<file path="src/rtl/shift_rotate_if.sv">
// Request/response bundle between the ALU datapath and the shift/rotate unit.
// The master drives the request; the slave (the unit) returns result and status.
interface shift_rotate_if #(
    parameter int unsigned WIDTH = 32
);
    logic             start;
    logic [2:0]       op;
    logic [WIDTH-1:0] a;
    logic [WIDTH-1:0] b;
    logic [WIDTH-1:0] result;
    logic             done;
    logic             busy;
    logic             ready;
    logic             cout;
    logic             zero;

    modport master (
        output start, op, a, b,
        input  result, done, busy, ready, cout, zero
    );

    modport slave (
        input  start, op, a, b,
        output result, done, busy, ready, cout, zero
    );
endinterface

</file>
<file path="src/rtl/shift_rotate_unit.sv">
// Multi-cycle shift/rotate unit: SHR/SHRA/SHL/ROR/ROL, up to STEP bits per clock,
// start/done handshake with registered result, carry-out and zero flags.
module shift_rotate_unit #(
    parameter int unsigned WIDTH   = 32,
    parameter int unsigned SHAMT_W = $clog2(WIDTH),
    parameter int unsigned STEP    = 1
) (
    input  logic          clock,
    input  logic          clear,
    shift_rotate_if.slave bus
);
    typedef enum logic [1:0] {StIdle, StShift, StDone} state_e;

    localparam logic [2:0] OpShr  = 3'b000;
    localparam logic [2:0] OpShra = 3'b001;
    localparam logic [2:0] OpShl  = 3'b010;
    localparam logic [2:0] OpRor  = 3'b011;
    localparam logic [2:0] OpRol  = 3'b100;

    localparam logic [SHAMT_W-1:0] StepAmt = SHAMT_W'(STEP);

    state_e             state_q;
    logic [WIDTH-1:0]   acc_q, acc_d;
    logic [SHAMT_W-1:0] rem_q, rem_d;
    logic [2:0]         opc_q;
    logic [WIDTH-1:0]   result_q;
    logic               cout_q, cout_d;
    logic               zero_q;
    logic               done_q, busy_q, ready_q;

    logic [SHAMT_W-1:0] step_amt;
    logic [SHAMT_W-1:0] shamt_in;
    logic               op_valid;
    logic               accept;
    logic               unused_b;

    assign shamt_in = bus.b[SHAMT_W-1:0];
    assign unused_b = ^bus.b[WIDTH-1:SHAMT_W];
    assign op_valid = (bus.op <= OpRol);
    assign accept   = ready_q & bus.start;

    // One step = up to STEP single-bit moves; cout tracks the last bit moved.
    always_comb begin
        step_amt = (rem_q < StepAmt) ? rem_q : StepAmt;
        rem_d    = rem_q - step_amt;
        acc_d    = acc_q;
        cout_d   = 1'b0;
        for (int i = 0; i < int'(STEP); i++) begin
            if (SHAMT_W'(i) < step_amt) begin
                case (opc_q)
                    OpShr: begin
                        cout_d = acc_d[0];
                        acc_d  = {1'b0, acc_d[WIDTH-1:1]};
                    end
                    OpShra: begin
                        cout_d = acc_d[0];
                        acc_d  = {acc_d[WIDTH-1], acc_d[WIDTH-1:1]};
                    end
                    OpShl: begin
                        cout_d = acc_d[WIDTH-1];
                        acc_d  = {acc_d[WIDTH-2:0], 1'b0};
                    end
                    OpRor: begin
                        cout_d = acc_d[0];
                        acc_d  = {acc_d[0], acc_d[WIDTH-1:1]};
                    end
                    OpRol: begin
                        cout_d = acc_d[WIDTH-1];
                        acc_d  = {acc_d[WIDTH-2:0], acc_d[WIDTH-1]};
                    end
                    default: begin
                        cout_d = 1'b0;
                    end
                endcase
            end
        end
    end

    always_ff @(posedge clock or negedge clear) begin
        if (!clear) begin
            state_q  <= StIdle;
            acc_q    <= '0;
            rem_q    <= '0;
            opc_q    <= '0;
            result_q <= '0;
            cout_q   <= 1'b0;
            zero_q   <= 1'b0;
            done_q   <= 1'b0;
            busy_q   <= 1'b0;
            ready_q  <= 1'b1;
        end else begin
            unique case (state_q)
                StIdle, StDone: begin
                    if (accept) begin
                        acc_q <= bus.a;
                        opc_q <= bus.op;
                        rem_q <= shamt_in;
                        if (shamt_in == '0 || !op_valid) begin
                            // Nothing to shift: pass a straight through.
                            state_q  <= StDone;
                            result_q <= bus.a;
                            cout_q   <= 1'b0;
                            zero_q   <= (bus.a == '0);
                            done_q   <= 1'b1;
                            busy_q   <= 1'b0;
                            ready_q  <= 1'b1;
                        end else begin
                            state_q <= StShift;
                            done_q  <= 1'b0;
                            busy_q  <= 1'b1;
                            ready_q <= 1'b0;
                        end
                    end else begin
                        state_q <= StIdle;
                        done_q  <= 1'b0;
                        busy_q  <= 1'b0;
                        ready_q <= 1'b1;
                    end
                end
                StShift: begin
                    acc_q <= acc_d;
                    rem_q <= rem_d;
                    if (rem_d == '0) begin
                        state_q  <= StDone;
                        result_q <= acc_d;
                        cout_q   <= cout_d;
                        zero_q   <= (acc_d == '0);
                        done_q   <= 1'b1;
                        busy_q   <= 1'b0;
                        ready_q  <= 1'b1;
                    end
                end
                default: begin
                    state_q <= StIdle;
                    done_q  <= 1'b0;
                    busy_q  <= 1'b0;
                    ready_q <= 1'b1;
                end
            endcase
        end
    end

    assign bus.result = result_q;
    assign bus.cout   = cout_q;
    assign bus.zero   = zero_q;
    assign bus.done   = done_q;
    assign bus.busy   = busy_q;
    assign bus.ready  = ready_q;
endmodule
</file>
<file path="src/flat_wrapper.sv">
// flat-port wrapper written by rule: the top's interface ports become plain ports
module shift_rotate_unit_flat 
#(
    parameter int unsigned WIDTH   = 32,
    parameter int unsigned SHAMT_W = $clog2(WIDTH),
    parameter int unsigned STEP    = 1
)
  (clock, clear, bus_start, bus_op, bus_a, bus_b, bus_result, bus_done, bus_busy, bus_ready, bus_cout, bus_zero);
  shift_rotate_if #(.WIDTH(WIDTH)) bus_i ();
  input  logic clock;
  input  logic clear;
  input wire logic [$bits(bus_i.start)-1:0] bus_start;
  input wire logic [$bits(bus_i.op)-1:0] bus_op;
  input wire logic [$bits(bus_i.a)-1:0] bus_a;
  input wire logic [$bits(bus_i.b)-1:0] bus_b;
  output wire logic [$bits(bus_i.result)-1:0] bus_result;
  output wire logic [$bits(bus_i.done)-1:0] bus_done;
  output wire logic [$bits(bus_i.busy)-1:0] bus_busy;
  output wire logic [$bits(bus_i.ready)-1:0] bus_ready;
  output wire logic [$bits(bus_i.cout)-1:0] bus_cout;
  output wire logic [$bits(bus_i.zero)-1:0] bus_zero;
  assign bus_i.start = bus_start;
  assign bus_i.op = bus_op;
  assign bus_i.a = bus_a;
  assign bus_i.b = bus_b;
  assign bus_result = bus_i.result;
  assign bus_done = bus_i.done;
  assign bus_busy = bus_i.busy;
  assign bus_ready = bus_i.ready;
  assign bus_cout = bus_i.cout;
  assign bus_zero = bus_i.zero;
  shift_rotate_unit #(.WIDTH(WIDTH), .SHAMT_W(SHAMT_W), .STEP(STEP)) u_core (.clock(clock), .clear(clear), .bus(bus_i));
endmodule
</file>
<file path="config.mk">
export PLATFORM = sky130hd
export DESIGN_NAME = shift_rotate_unit_flat
export DESIGN_NICKNAME = d
export VERILOG_FILES = /design/src/rtl/shift_rotate_if.sv /design/src/rtl/shift_rotate_unit.sv /design/src/flat_wrapper.sv
export SDC_FILE = /design/constraint.sdc
export NUM_CORES = 1
export LEC_CHECK = 0
export ABC_AREA = 1
export CAP_MARGIN = 20
export CORE_MARGIN = 2
export CORE_UTILIZATION = 48
export CTS_CLUSTER_DIAMETER = 150
export CTS_CLUSTER_SIZE = 20
export DETAILED_ROUTE_END_ITERATION = 10
export PLACE_DENSITY = 0.82
export SYNTH_ARGS = -nofsm -noshare
export SYNTH_HDL_FRONTEND = slang
export SYNTH_SLANG_ARGS = --single-unit
export TNS_END_PERCENT = 5
</file>
<file path="constraint.sdc">
create_clock -name clock -period 4 [get_ports clock]
set_input_delay 0.4 -clock clock [delete_from_list [all_inputs] [get_ports clock]]
set_output_delay 0.4 -clock clock [all_outputs]
set_load 0.01 [all_outputs]
</file>
Word-level counts from Yosys, hierarchy flattened. Cells that the tools add are included.

$lt $le $gt $ge: 3. Equal/unequal tests: 9. Add/subtract/negate cells: 1. Multiplexer cells: 35. Reduce and logical (&&, ||, !) cells: 15. Bitwise logic cells: 1.

Operator list (number): 32-bit two-way mux (5); 32-bit one-hot mux with 5 select lines (1); 32-bit one-hot mux with 2 select lines (2); 32-bit logical NOT (2); 1-bit two-way mux (14); 1-bit one-hot mux with 2 select lines (6); 5-bit logical NOT (2); 5-bit two-way mux (2); 5-bit one-hot mux with 2 select lines (1); 3-bit by 2-bit == test with 1-bit output, second input constant (2); 2-bit two-way mux (3); 2-bit by 1-bit inequality test with 1-bit output, second input constant (3); 1-bit by 5-bit < comparator with 1-bit output, first input constant (1); 5-bit by 1-bit < comparator with 1-bit output, second input constant (1); 5-bit subtractor (1); 2-bit one-hot mux with 2 select lines (1); 2-bit AND reduction (2); 4-bit AND reduction (1); 2-bit OR reduction (2); 3-bit by 1-bit == test with 1-bit output, second input constant (1); 3-bit == test, second input constant (1); 3-bit less-or-equal comparator, second input constant (1); 3-bit logical NOT (1); 3-bit OR reduction (1); 7 further kinds (7).

Bits in registers: 79.

Depth between registers and ports, before layout.
Depth after elaboration: 7. Depth in mapped cells: 16. Mapped depth without buffers: 15.

Worst setup path after synthesis. Ideal clock, no wire load.

Path type: flip-flop to flip-flop. Start point: register u_core.rem_q[1]. End point: register u_core.result_q[10] (netlist: u_core.bus.result[10]). Stages on the path, launching flop included: 17. Slack: 1919 ps. Setup time: 117 ps. Data required time: 3883 ps. Data arrival time: 1964 ps. Path buffers: 2. Path through: dfrtp_1 nor2_2 and2_1 nor2_2 inv_1 ha_1 inv_1 nand2_1 o21a_1 inv_1 nand3_1 o21ai_1 nand2_1 buf_2 buf_6 nand2_1 nand2_1.

Longest elaborated chain between the ends: 6.

RTL lines: start, declared (line shift_rotate_unit.sv:24) `logic [SHAMT_W-1:0] rem_q, rem_d;`; start signal, assigned (line shift_rotate_unit.sv:97) `rem_q <= shamt_in;`; start signal, assigned (line shift_rotate_unit.sv:122) `rem_q <= rem_d;`; 5-bit by 1-bit < comparator with 1-bit output (line shift_rotate_unit.sv:44) `step_amt = (rem_q < StepAmt) ? rem_q : StepAmt;`; 5-bit two-way mux (line shift_rotate_unit.sv:44); 5-bit subtractor / 1-bit by 5-bit < comparator with 1-bit output (equally long branches) (line shift_rotate_unit.sv:45, shift_rotate_unit.sv:49); 5-bit logical NOT / 32-bit two-way mux (equally long branches) (line shift_rotate_unit.sv:123, shift_rotate_unit.sv:49); 2-bit by 1-bit inequality test with 1-bit output (no line) / 32-bit two-way mux (equally long branches); 4-bit AND reduction (no line) / 32-bit one-hot mux with 2 select lines (equally long branches); end signal, assigned (line shift_rotate_unit.sv:101) `result_q <= bus.a;`; end, declared (line shift_rotate_unit.sv:26) `logic [WIDTH-1:0] result_q;`.

Parallel ways exist; a longest one is shown, timed or not. The select of a mux whose other input is x is not followed. A chain may end at the register's enable or synchronous reset.

Final worst setup path.
Start point: register u_core.rem_q[1]. End point: register u_core.result_q[4] (netlist: u_core.bus.result[4]).

The elaborated chain is that of the path after synthesis.

==> run summary <==
Hold_ws = 201.8 ps
Detailed Place HPWL = 7537 um
Most common flop cell mapped by yosys = dfrtp_1
Number of enable-type register cells in the synthesized netlist = 0
Number of inserted diodes = 0
Dominant cells by area after synthesis = dfrtp_1 (43%), nand2_1 (25%), o21ai_0 (7.7%), inv_1 (4.3%), nor2_1 (3.5%)
Length of the first detailed-routing pass in iterations = 8
Antenna Violating Nets Remaining = 0
Sequential fraction of the synthesis area = 0.4368
Leakage = 2.639 nW
Final count of pins violating max slew = 0
Data required time at the worst endpoint = 4300 ps
Resized cells post-CTS = 0
Final weighted congestion in routability-driven placement = 0.8798
Post-synthesis instance area = 4414 sq um
Synth top cells by count = nand2_1 (293), dfrtp_1 (76), o21ai_0 (68), inv_1 (51), nor2_1 (41)
Worst-Skew Late Latency = 360 ps
Data arrival time of the worst path = 2800 ps
DRT iter0 DRCs = 371
Area inside the core boundary = 8806 sq um
Number of max-cap violations = 0
Top-area cell type share of the netlist area = 0.4308
Effective utilization at floorplan = 0.5013
Number of design rule violations left after detail routing = 0
Die outline height = 99.90 um
Hold Crit Class = in2async
Fin Clk Skew = 7.212 ps
Setup TNS Final = 0 ps
Area of the die = 9979 sq um
Post-Synthesis Net Count = 720
Cell count after synthesis = 649
Synth unique cells = 33
Class of the most critical setup path = reg2reg
PD cells = 905.3 nW/um^2
Portion of the clock cycle consumed by the worst path in the final layout = 0.6251
Clock buffers created by TritonCTS = 9
Clock tree from TritonCTS = built
Placed Cells incl. Taps = 806
Hold Vio Cnt, Final = 0
Setup repair after global routing missed its margin = false
Worst-case setup slack after placement = 1519 ps
Slew at the pin closest to its max-slew limit = 981.0 ps
Clock Root Buffer = clkbuf_8
Number of buffers added on ports = 79
Total clock sinks = 77
Slew Limit Headroom = 0.3460
Die W = 99.90 um
Number of placed I/O pins = 107
Share of flip-flops with an asynchronous set or reset = 1.000
YS warnings = 0
Peak Freq = 0.3999 GHz
Result of the run = complete, no violations
Count of H-tree levels built during CTS = 3
Power consumption = 4.822 mW
Setup WS post-layout = 1500 ps
Per-cell via count in the routed design = 5.376
Wire length of the first global-routing pass = 18840 um
Overall global routing resource usage = 0.2353
Maximum fanout count along the critical path = 32
Endpoint kind of the worst setup timing path = flop
Peak VDD IR = 0.6968 mV
Share of cells above drive strength 1 = 0.04062
Number of global-route vias before repair = 4125
Cell Rows = 34
Yosys top cell by area = dfrtp_1
# nets final = 780
CP startpoint kind = flop
Most numerous cell in the Yosys netlist = nand2_1
Post-Layout Cell Count = 822
Number of failing setup endpoints in the final timing report = 0
Seq cells post-synth = 77
Bufs on Longest Clock Path = 2
Final Critical Period = 2500 ps
Synth-to-layout area growth = 20.66%
Vias = 4419
Pin count of the biggest net entering global routing = 78
Final WL = 11230 um
Post CTS Setup Buffer Count = 0
Post-Syn Area per Cell = 6.802 sq um
Initial antenna violation count = 0
CTS Hold Bufs = 0
CTS clk-pin slew, worst paths = 80 ps
Global route total overflow = 0
Average wire per standard cell = 13.66 um
Reg2Reg Setup Slack = 1500 ps
cells in the final DEF, fill, tap and decap left out, types with 2 or more instances in the layout:
master and count:
nor2_1 41, a31oi_1 2, nand2_1 293, o22ai_1 6
o21ai_0 68, clkdlybuf4s50_1 78, nor3_1 2, o221ai_1 3
nor4_1 8, clkbuf_1 5, inv_2 4, inv_1 51
nand4_1 2, a21oi_1 10, buf_4 5, nor2_2 3
dfrtp_1 76, clkinv_2 2, o21ai_1 4, nand3_1 30
clkbuf_8 9
logic make-up (layout without fill, tap and decap cells):
logic type,count (synthesis),count (layout),synth area share
DFF,77,77,0.4368
xor gates and xnor gates,1,1,0.001984
AOI/OAI and AO/OA,98,98,0.1210
buffers and inverters,89,154,0.09070
adders and majority gates,1,1,0.002834
and+or+nand+nor,382,382,0.3441
muxes,1,1,0.002551
worst max-delay path, stage by stage (launching register included):
cell	delay, ps
dfrtp_1	380
nor2_2	70
and2_1	170
nor2_2	130
inv_1	70
ha_1	200
inv_1	80
nand2_1	80
o21a_1	190
inv_1	70
nand3_1	60
o21ai_1	200
nand2_1	110
inv_2	410
nand2_1	120
nand2_1	90
per-layer routing:
| metal | share of wire | vias to the layer above | routed length (um) | global-route usage |
|---|---|---|---|---|
| li1 | - | 2170 | - | - |
| met1 | 0.45 | 1998 | 5014 | 0.3216 |
| met2 | 0.45 | 215 | 5010 | 0.3701 |
| met3 | 0.079 | 36 | 886 | 0.03900 |
| met4 | 0.028 | 0 | 316 | 0.1054 |
| met5 | 0 | - | 0 | 0 |
power by group:
| part | switching [mW] | internal (mW) |
|---|---|---|
| registers | 0.253 | 1.17 |
| logic | 1.85 | 1.04 |
| clock network | 0.280 | 0.225 |
layout make-up:
type                            count  area (sq um)
Multi-Input combinational cell    483          2086
Clock buffer                       14         142.6
Timing Repair Buffer               83         818.3
Clock inverter                      2         10.01
Fill cell                         807          3480
Sequential cell                    77          1928
Inverter                           55         206.4
Tap cell                          108         135.1
sequential cells by signal (all words and copies together) (netlist names):
signal,count
u_core.acc_q,32
u_core.opc_q,3
u_core.bus.busy,1
u_core.bus.ready,1
u_core.bus.zero,1
u_core.bus.cout,1
u_core.bus.done,1
u_core.rem_q,5
u_core.bus.result,32
stage by stage:
step                      cell area (sq um)  utilization
after floorplan                        4414            -
after global placement                 5174       0.5875
after detailed placement               5174       0.5875
after CTS                              5326       0.6049
after global routing                   5326       0.6049
final                                  5326       0.6049
worst paths after layout:
check / start / to / cells past startpoint
setup / recovery: u_core.rem_q[1] / u_core.bus.result[4] / 15
hold / removal: clear / u_core.bus.result[15] / 1
setup reg to reg: u_core.rem_q[1] / u_core.bus.result[4] / 15
hold reg to reg: u_core.bus.result[23] / u_core.bus.result[23] / 2
max in group asynchronous: clear / u_core.acc_q[26] / 1
min in group clock: u_core.bus.result[23] / u_core.bus.result[23] / 2
Note: power is estimated with default switching activity, not from simulation.
